[src/rtl/glyph_pkg.sv]
`default_nettype none
// +----------------------------------------------------------------------------+
// | glyph_pkg : shared constants, scan state encoding and a width helper for   |
// |             the glyph tile capture/scanout block.                          |
// | Revision  : 1.0 - initial release                                          |
// +----------------------------------------------------------------------------+
package glyph_pkg;

  localparam int         c_TILE_W    = 32;
  localparam int         c_TILE_H    = 32;
  localparam logic [2:0] c_FG_COLOUR = 3'b111;
  localparam logic [2:0] c_BG_COLOUR = 3'b000;
  localparam int         c_LOCAL_XW  = 5;
  localparam int         c_LOCAL_YW  = 5;

  typedef enum logic [1:0] {
    IDLE = 2'd0,
    SCAN = 2'd1,
    DONE = 2'd2
  } scan_state_t;

  // Index width that stays legal for a degenerate 1-wide dimension.
  function automatic int idxWidth(input int n);
    return (n > 1) ? $clog2(n) : 1;
  endfunction

endpackage
`default_nettype wire

[src/rtl/glyph_tile_scanout_counter.sv]
`default_nettype none
// +----------------------------------------------------------------------------+
// | tile_raster_counter : row-major x/y index pair with advance and last flag. |
// | Revision            : 1.0 - initial release                                |
// +----------------------------------------------------------------------------+
module tile_raster_counter #(
  parameter int TILE_W = 32,
  parameter int TILE_H = 32,
  parameter int XW     = 5,
  parameter int YW     = 5
) (
  input  logic          clk,
  input  logic          resetn,
  input  logic          i_restart,
  input  logic          i_advance,
  output logic [XW-1:0] o_x,
  output logic [YW-1:0] o_y,
  output logic          o_last
);

  localparam logic [XW-1:0] c_X_MAX = XW'(TILE_W - 1);
  localparam logic [YW-1:0] c_Y_MAX = YW'(TILE_H - 1);

  logic [XW-1:0] r_x;
  logic [YW-1:0] r_y;

  always_ff @(posedge clk) begin
    if (!resetn || i_restart) begin
      r_x <= '0;
      r_y <= '0;
    end else if (i_advance) begin
      if (r_x == c_X_MAX) begin
        r_x <= '0;
        r_y <= (r_y == c_Y_MAX) ? '0 : r_y + 1'b1;
      end else begin
        r_x <= r_x + 1'b1;
      end
    end
  end

  assign o_x    = r_x;
  assign o_y    = r_y;
  assign o_last = (r_x == c_X_MAX) && (r_y == c_Y_MAX);

endmodule
`default_nettype wire

[src/rtl/glyph_tile_scanout.sv]
`default_nettype none
// +----------------------------------------------------------------------------+
// | glyph_tile_scanout : captures drawer pixel writes into a 1-bit tile bitmap |
// |   and replays it as a valid/ready (x,y,colour) stream. Define              |
// |   GLYPH_SKIP_BLANK_EN to present only set pixels during readback.          |
// | Revision : 1.0 - initial release                                           |
// +----------------------------------------------------------------------------+
module glyph_tile_scanout
  import glyph_pkg::*;
#(
  parameter int         TILE_W    = c_TILE_W,
  parameter int         TILE_H    = c_TILE_H,
  parameter logic [2:0] FG_COLOUR = c_FG_COLOUR,
  parameter logic [2:0] BG_COLOUR = c_BG_COLOUR
) (
  input  logic       clk,
  input  logic       resetn,
  input  logic       clear,
  input  logic       cap_en,
  input  logic [7:0] cap_x,
  input  logic [6:0] cap_y,
  input  logic [7:0] org_x,
  input  logic [6:0] org_y,
  input  logic       scan_start,
  output logic       out_valid,
  input  logic       out_ready,
  output logic [7:0] out_x,
  output logic [6:0] out_y,
  output logic [2:0] out_colour,
  output logic       busy,
  output logic       scan_done
);

  localparam int c_XW   = idxWidth(TILE_W);
  localparam int c_YW   = idxWidth(TILE_H);
  localparam int c_NPIX = TILE_W * TILE_H;
  localparam int c_IW   = idxWidth(c_NPIX);
`ifdef GLYPH_SKIP_BLANK_EN
  localparam bit c_SKIP_BLANK = 1'b1;
`else
  localparam bit c_SKIP_BLANK = 1'b0;
`endif

  scan_state_t       r_state;
  logic [c_NPIX-1:0] r_bitmap;
  logic [7:0]        r_orgX;
  logic [6:0]        r_orgY;

  logic [c_XW-1:0]   w_scanX;
  logic [c_YW-1:0]   w_scanY;
  logic              w_scanLast;
  logic [8:0]        w_locX;
  logic [8:0]        w_locY;
  logic              w_capHit;
  logic [c_IW-1:0]   w_capIdx;
  logic [c_IW-1:0]   w_scanIdx;
  logic              w_pixSet;
  logic              w_inScan;
  logic              w_present;
  logic              w_step;
  logic              w_start;

  // 9-bit difference: a borrow shows up as a large value, but the >= guards make that explicit.
  assign w_locX   = {1'b0, cap_x} - {1'b0, org_x};
  assign w_locY   = {2'b0, cap_y} - {2'b0, org_y};
  assign w_capHit = cap_en && (cap_x >= org_x) && (cap_y >= org_y)
                    && (32'(w_locX) < TILE_W) && (32'(w_locY) < TILE_H);
  assign w_capIdx = c_IW'(32'(w_locY) * TILE_W + 32'(w_locX));

  assign w_scanIdx = c_IW'(32'(w_scanY) * TILE_W + 32'(w_scanX));
  assign w_pixSet  = r_bitmap[w_scanIdx];
  assign w_inScan  = (r_state == SCAN);
  assign w_present = c_SKIP_BLANK ? w_pixSet : 1'b1;
  // Blank pixels in skip mode advance without waiting for the consumer.
  assign w_step    = w_inScan && (!w_present || out_ready);
  assign w_start   = (r_state == IDLE) && scan_start;

  tile_raster_counter #(
    .TILE_W (TILE_W),
    .TILE_H (TILE_H),
    .XW     (c_XW),
    .YW     (c_YW)
  ) u_counter (
    .clk       (clk),
    .resetn    (resetn),
    .i_restart (w_start),
    .i_advance (w_step),
    .o_x       (w_scanX),
    .o_y       (w_scanY),
    .o_last    (w_scanLast)
  );

  always_ff @(posedge clk) begin
    if (!resetn) begin
      r_state  <= IDLE;
      r_bitmap <= '0;
      r_orgX   <= '0;
      r_orgY   <= '0;
    end else begin
      case (r_state)
        IDLE: begin
          if (clear)         r_bitmap           <= '0;
          else if (w_capHit) r_bitmap[w_capIdx] <= 1'b1;
          if (scan_start) begin
            r_orgX  <= org_x;
            r_orgY  <= org_y;
            r_state <= SCAN;
          end
        end
        SCAN:    if (w_step && w_scanLast) r_state <= DONE;
        DONE:    r_state <= IDLE;
        default: r_state <= IDLE;
      endcase
    end
  end

  assign out_valid  = w_inScan && w_present;
  assign busy       = w_inScan;
  assign scan_done  = (r_state == DONE);
  assign out_x      = out_valid ? (r_orgX + 8'(w_scanX)) : '0;
  assign out_y      = out_valid ? (r_orgY + 7'(w_scanY)) : '0;
  assign out_colour = out_valid ? (w_pixSet ? FG_COLOUR : BG_COLOUR) : '0;

endmodule
`default_nettype wire

[config.mk]
export PLATFORM = sky130hd
export DESIGN_NAME = glyph_tile_scanout
export DESIGN_NICKNAME = d
export VERILOG_FILES = /design/src/rtl/glyph_pkg.sv /design/src/rtl/glyph_tile_scanout_counter.sv /design/src/rtl/glyph_tile_scanout.sv
export SDC_FILE = /design/constraint.sdc
export NUM_CORES = 2
export LEC_CHECK = 0
export ABC_AREA = 1
export BUFFER_PORTS_ARGS = -buffer_cell sky130_fd_sc_hd__buf_4
export CAP_MARGIN = 30
export CORE_ASPECT_RATIO = 0.8
export CORE_MARGIN = 8
export CORE_UTILIZATION = 45
export CTS_BUF_LIST = sky130_fd_sc_hd__clkbuf_4 sky130_fd_sc_hd__clkbuf_8
export DETAILED_ROUTE_END_ITERATION = 7
export PLACE_DENSITY = 0.59
export REMOVE_ABC_BUFFERS = 1
export SLEW_MARGIN = 20
export SYNTH_ARGS = -nofsm -noshare
export SYNTH_HDL_FRONTEND = slang
export SYNTH_SLANG_ARGS = --single-unit
[constraint.sdc]
create_clock -name clk -period 6.43 [get_ports clk]
set_input_delay 0.643 -clock clk [delete_from_list [all_inputs] [get_ports clk]]
set_output_delay 0.643 -clock clk [all_outputs]
set_load 0.01 [all_outputs]
==> flow_metrics.tcl <==
set metrics [dict create \
    status "complete, no violations" \
    setup_ws_ns 0.9391 \
    peakVddDrop_v 0.0002782 \
    setup_viol 0 \
    antenna_found_initial 1 \
    worst_skew_pair.late_latency_ns 0.87 \
    cts_tree "yes" \
    place_congestion 0.8620 \
    floorplan.initialDensity_pct 45.15 \
    setup_tns_ns 0 \
    ys_warn_count 0 \
    avgSynthCellArea_sq_um 7.073 \
    drt_iter0_drc 5465 \
    routed_wirelength_um 165500 \
    synthSimpleGateAreaFrac_pct 24.36 \
    synth-xor-area-share_pct 0.1765 \
    fin_crit_ns 5.491 \
    ys_seq_area_share_pct 42.39 \
    cap_violations 0 \
    htree_levels 4 \
    hp-class "in -> reg" \
    start_kind "flip-flop" \
    fin_nets 6780 \
    rsz0062_at_grt "no" \
    cts_made_buffers 172 \
    p_per_area_nw_per_um2 295.5 \
    grt_max_degree 198 \
    grt_pass1_wl_um 255300 \
    dr.pass1.iters 6 \
    dp.cells 7969 \
    power_leakage_nw 16.48 \
    viasPerCell 5.574 \
    fmax_mhz 182.1 \
    synth_top_family_by_area "simple AND/OR/NAND/NOR gates" \
    synth_cell_types 37 \
    hold_viol_final 0 \
    grtUsageTotal_pct 26.05 \
    core_sq_um 109900 \
    ant_nets 0 \
    synth_top_area_share_pct 42.39 \
    synth_ff_type "dfxtp_1" \
    async_flop_share_pct 0 \
    muxShareOfSynthArea_pct 0 \
    slew_violations 0 \
    dieHeight_um 313.1 \
    cp-end-kind "output port" \
    relSlewSlack_pct 31.28 \
    path_max_fanout 99 \
    drive_gt1_share_pct 7.948 \
    io_buffers 56 \
    min_from "org_y[3]" \
    synthCells 7018 \
    synth_edf_count 0 \
    synthAdderAreaFrac_pct 1.034 \
    critPathRequiredTime_ns 5.79 \
    yosys-top-cells-count "1,791 x nand3_1, 1,313 x a21oi_1, 1,110 x inv_1, 1,051 x dfxtp_1, 625 x nand2_1" \
    place_hpwl_um 91420 \
    dr_total_vias 46128 \
    synth_top_area_cell "dfxtp_1" \
    die_x_um 387.3 \
    crit_type "reg -> out" \
    cts.sinks 1051 \
    worstMarginPinSlew_ns 1.028 \
    period_share_pct 85.39 \
    yosysMostFrequentCell "nand3_1" \
    cts.clk_slew.worst_paths_ns 0.06 \
    ios 57 \
    stdcell_count 8276 \
    startpoint "u_counter.o_x[1]$_SDFFE_PP0P_" \
    cts_root_buffer "clkbuf_8" \
    grt_pass1_vias 42424 \
    grt-ovfl-total 0 \
    place_ws_ns 1.266 \
    wire_per_inst_um 20.00 \
    fillers 11170 \
    fp-row-count 109 \
    cp_data_arrival_time_ns 4.85 \
    timing.rr.start "u_counter.o_x[2]$_SDFFE_PP0P_" \
    skew_ns 0.03062 \
    drc 0 \
    synth_area_leaders "dfxtp_1 42%, nand3_1 18%, a21oi_1 13%, inv_1 8.4%, nand2_1 4.7%" \
    die_area_sq_um 121200 \
    synth_seq_cells 1051 \
    cts_buffer_depth 3 \
    area_growth_pct 7.855 \
    synth-compound-area-share_pct 16.31 \
    netlist_area_sq_um 49640 \
]
routing by layer:
metal	track usage, %	vias up	part of all wire [%]
met5	0	-	0
met4	9.439	0	3.3
met3	4.385	302	7.3
met2	39.92	1579	44
met1	36.83	21901	46
li1	-	22346	-
worst max-delay path, stage by stage (launching register included):
cell and delay (ns):
dfxtp_4 0.78, buf_12 0.47, buf_12 0.48, a21oi_1 0.07
o21ai_0 0.12, nand3_1 0.12, nand3_1 0.19, nand3_1 0.18
nand3_1 0.11, nand2_1 0.12, nand2_1 0.08, nand3_1 0.21
nand3_1 0.15, nand3_1 0.22, a21oi_1 0.33, buf_4 0.19
metrics by stage:
step / hold slack [ns] / utilization (%) / total power, mW / instance area [sq um]
detailed placement: 0.4397 / 45.30 / 9.621 / 49790
global route: 0.06763 / 48.70 / 16.39 / 53530
floorplan: 0.4300 / - / 8.288 / 46010
CTS: 0.007128 / 48.67 / 15.86 / 53500
finish: 0.07816 / 48.70 / 15.82 / 53530
global placement: 0.4357 / 45.09 / 9.620 / 49570
layout make-up:
class | instances | area [sq um] | area share, %
antenna | 1 | 2.502 | 0.004674
multi-input combinational | 4189 | 20880 | 39.00
tap | 1443 | 1805 | 3.373
clock buffer | 276 | 3448 | 6.441
inverter | 1113 | 4208 | 7.860
timing repair buffer | 179 | 1921 | 3.588
clock inverter | 24 | 217.7 | 0.4067
sequential | 1051 | 21050 | 39.33
cell usage in the layout (no fill, tap or decap), types with 9 or more instances in the layout:
cell / count
nand3_1: 1791
a21oi_1: 1313
inv_1: 1106
dfxtp_1: 1047
nand2_1: 624
o21ai_0: 269
clkbuf_8: 220
buf_4: 131
clkbuf_4: 56
nor2_1: 43
nor2_4: 43
buf_12: 38
ha_1: 33
o21ai_1: 16
xor2_1: 9
nand2_4: 9
sequential cells by signal, summed over array words and instances, names as in the netlist:
| register | count |
|---|---|
| r_state | 2 |
| r_bitmap | 1024 |
| u_counter.o_x | 5 |
| r_orgY | 7 |
| u_counter.o_y | 5 |
| r_orgX | 8 |
final timing paths:
path,end,depth (start not counted),slack (ns)
worst max-delay path,out_colour[1],15,0.94
worst max register to register,u_counter.o_y[1]$_SDFFE_PP0P_,9,3.11
worst min-delay path,r_orgY[3]$_SDFFE_PN0P_,3,0.08
worst min register to register,r_bitmap[381]$_SDFFE_PN0P_,2,0.45
power by group:
part           leakage (nW)  total, mW  switching, mW  internal [mW]
Sequential             8.47       6.55         0.0269           6.53
Clock                  1.93       6.28           2.81           3.47
Combinational          6.08       2.99           2.47          0.515
cells by family (layout without fill, tap and decap cells):
family	count (synthesis)	count (layout)
other cells	0	1
compound gates	1612	1612
flops	1051	1051
simple gates	2529	2529
fa+ha+maj	38	38
buf+inv	1778	1592
xor+xnor	10	10
what timing repair did:
| action | in CTS | in global routing |
|---|---|---|
| endpoints found under the hold margin | 5 | 0 |
| endpoints found under the setup margin | 0 | 0 |
| hold buffers | 4 | 0 |
| gates resized for setup | 0 | 0 |
| buffers inserted | 0 | 0 |
Power figures use the tool's default switching activity.
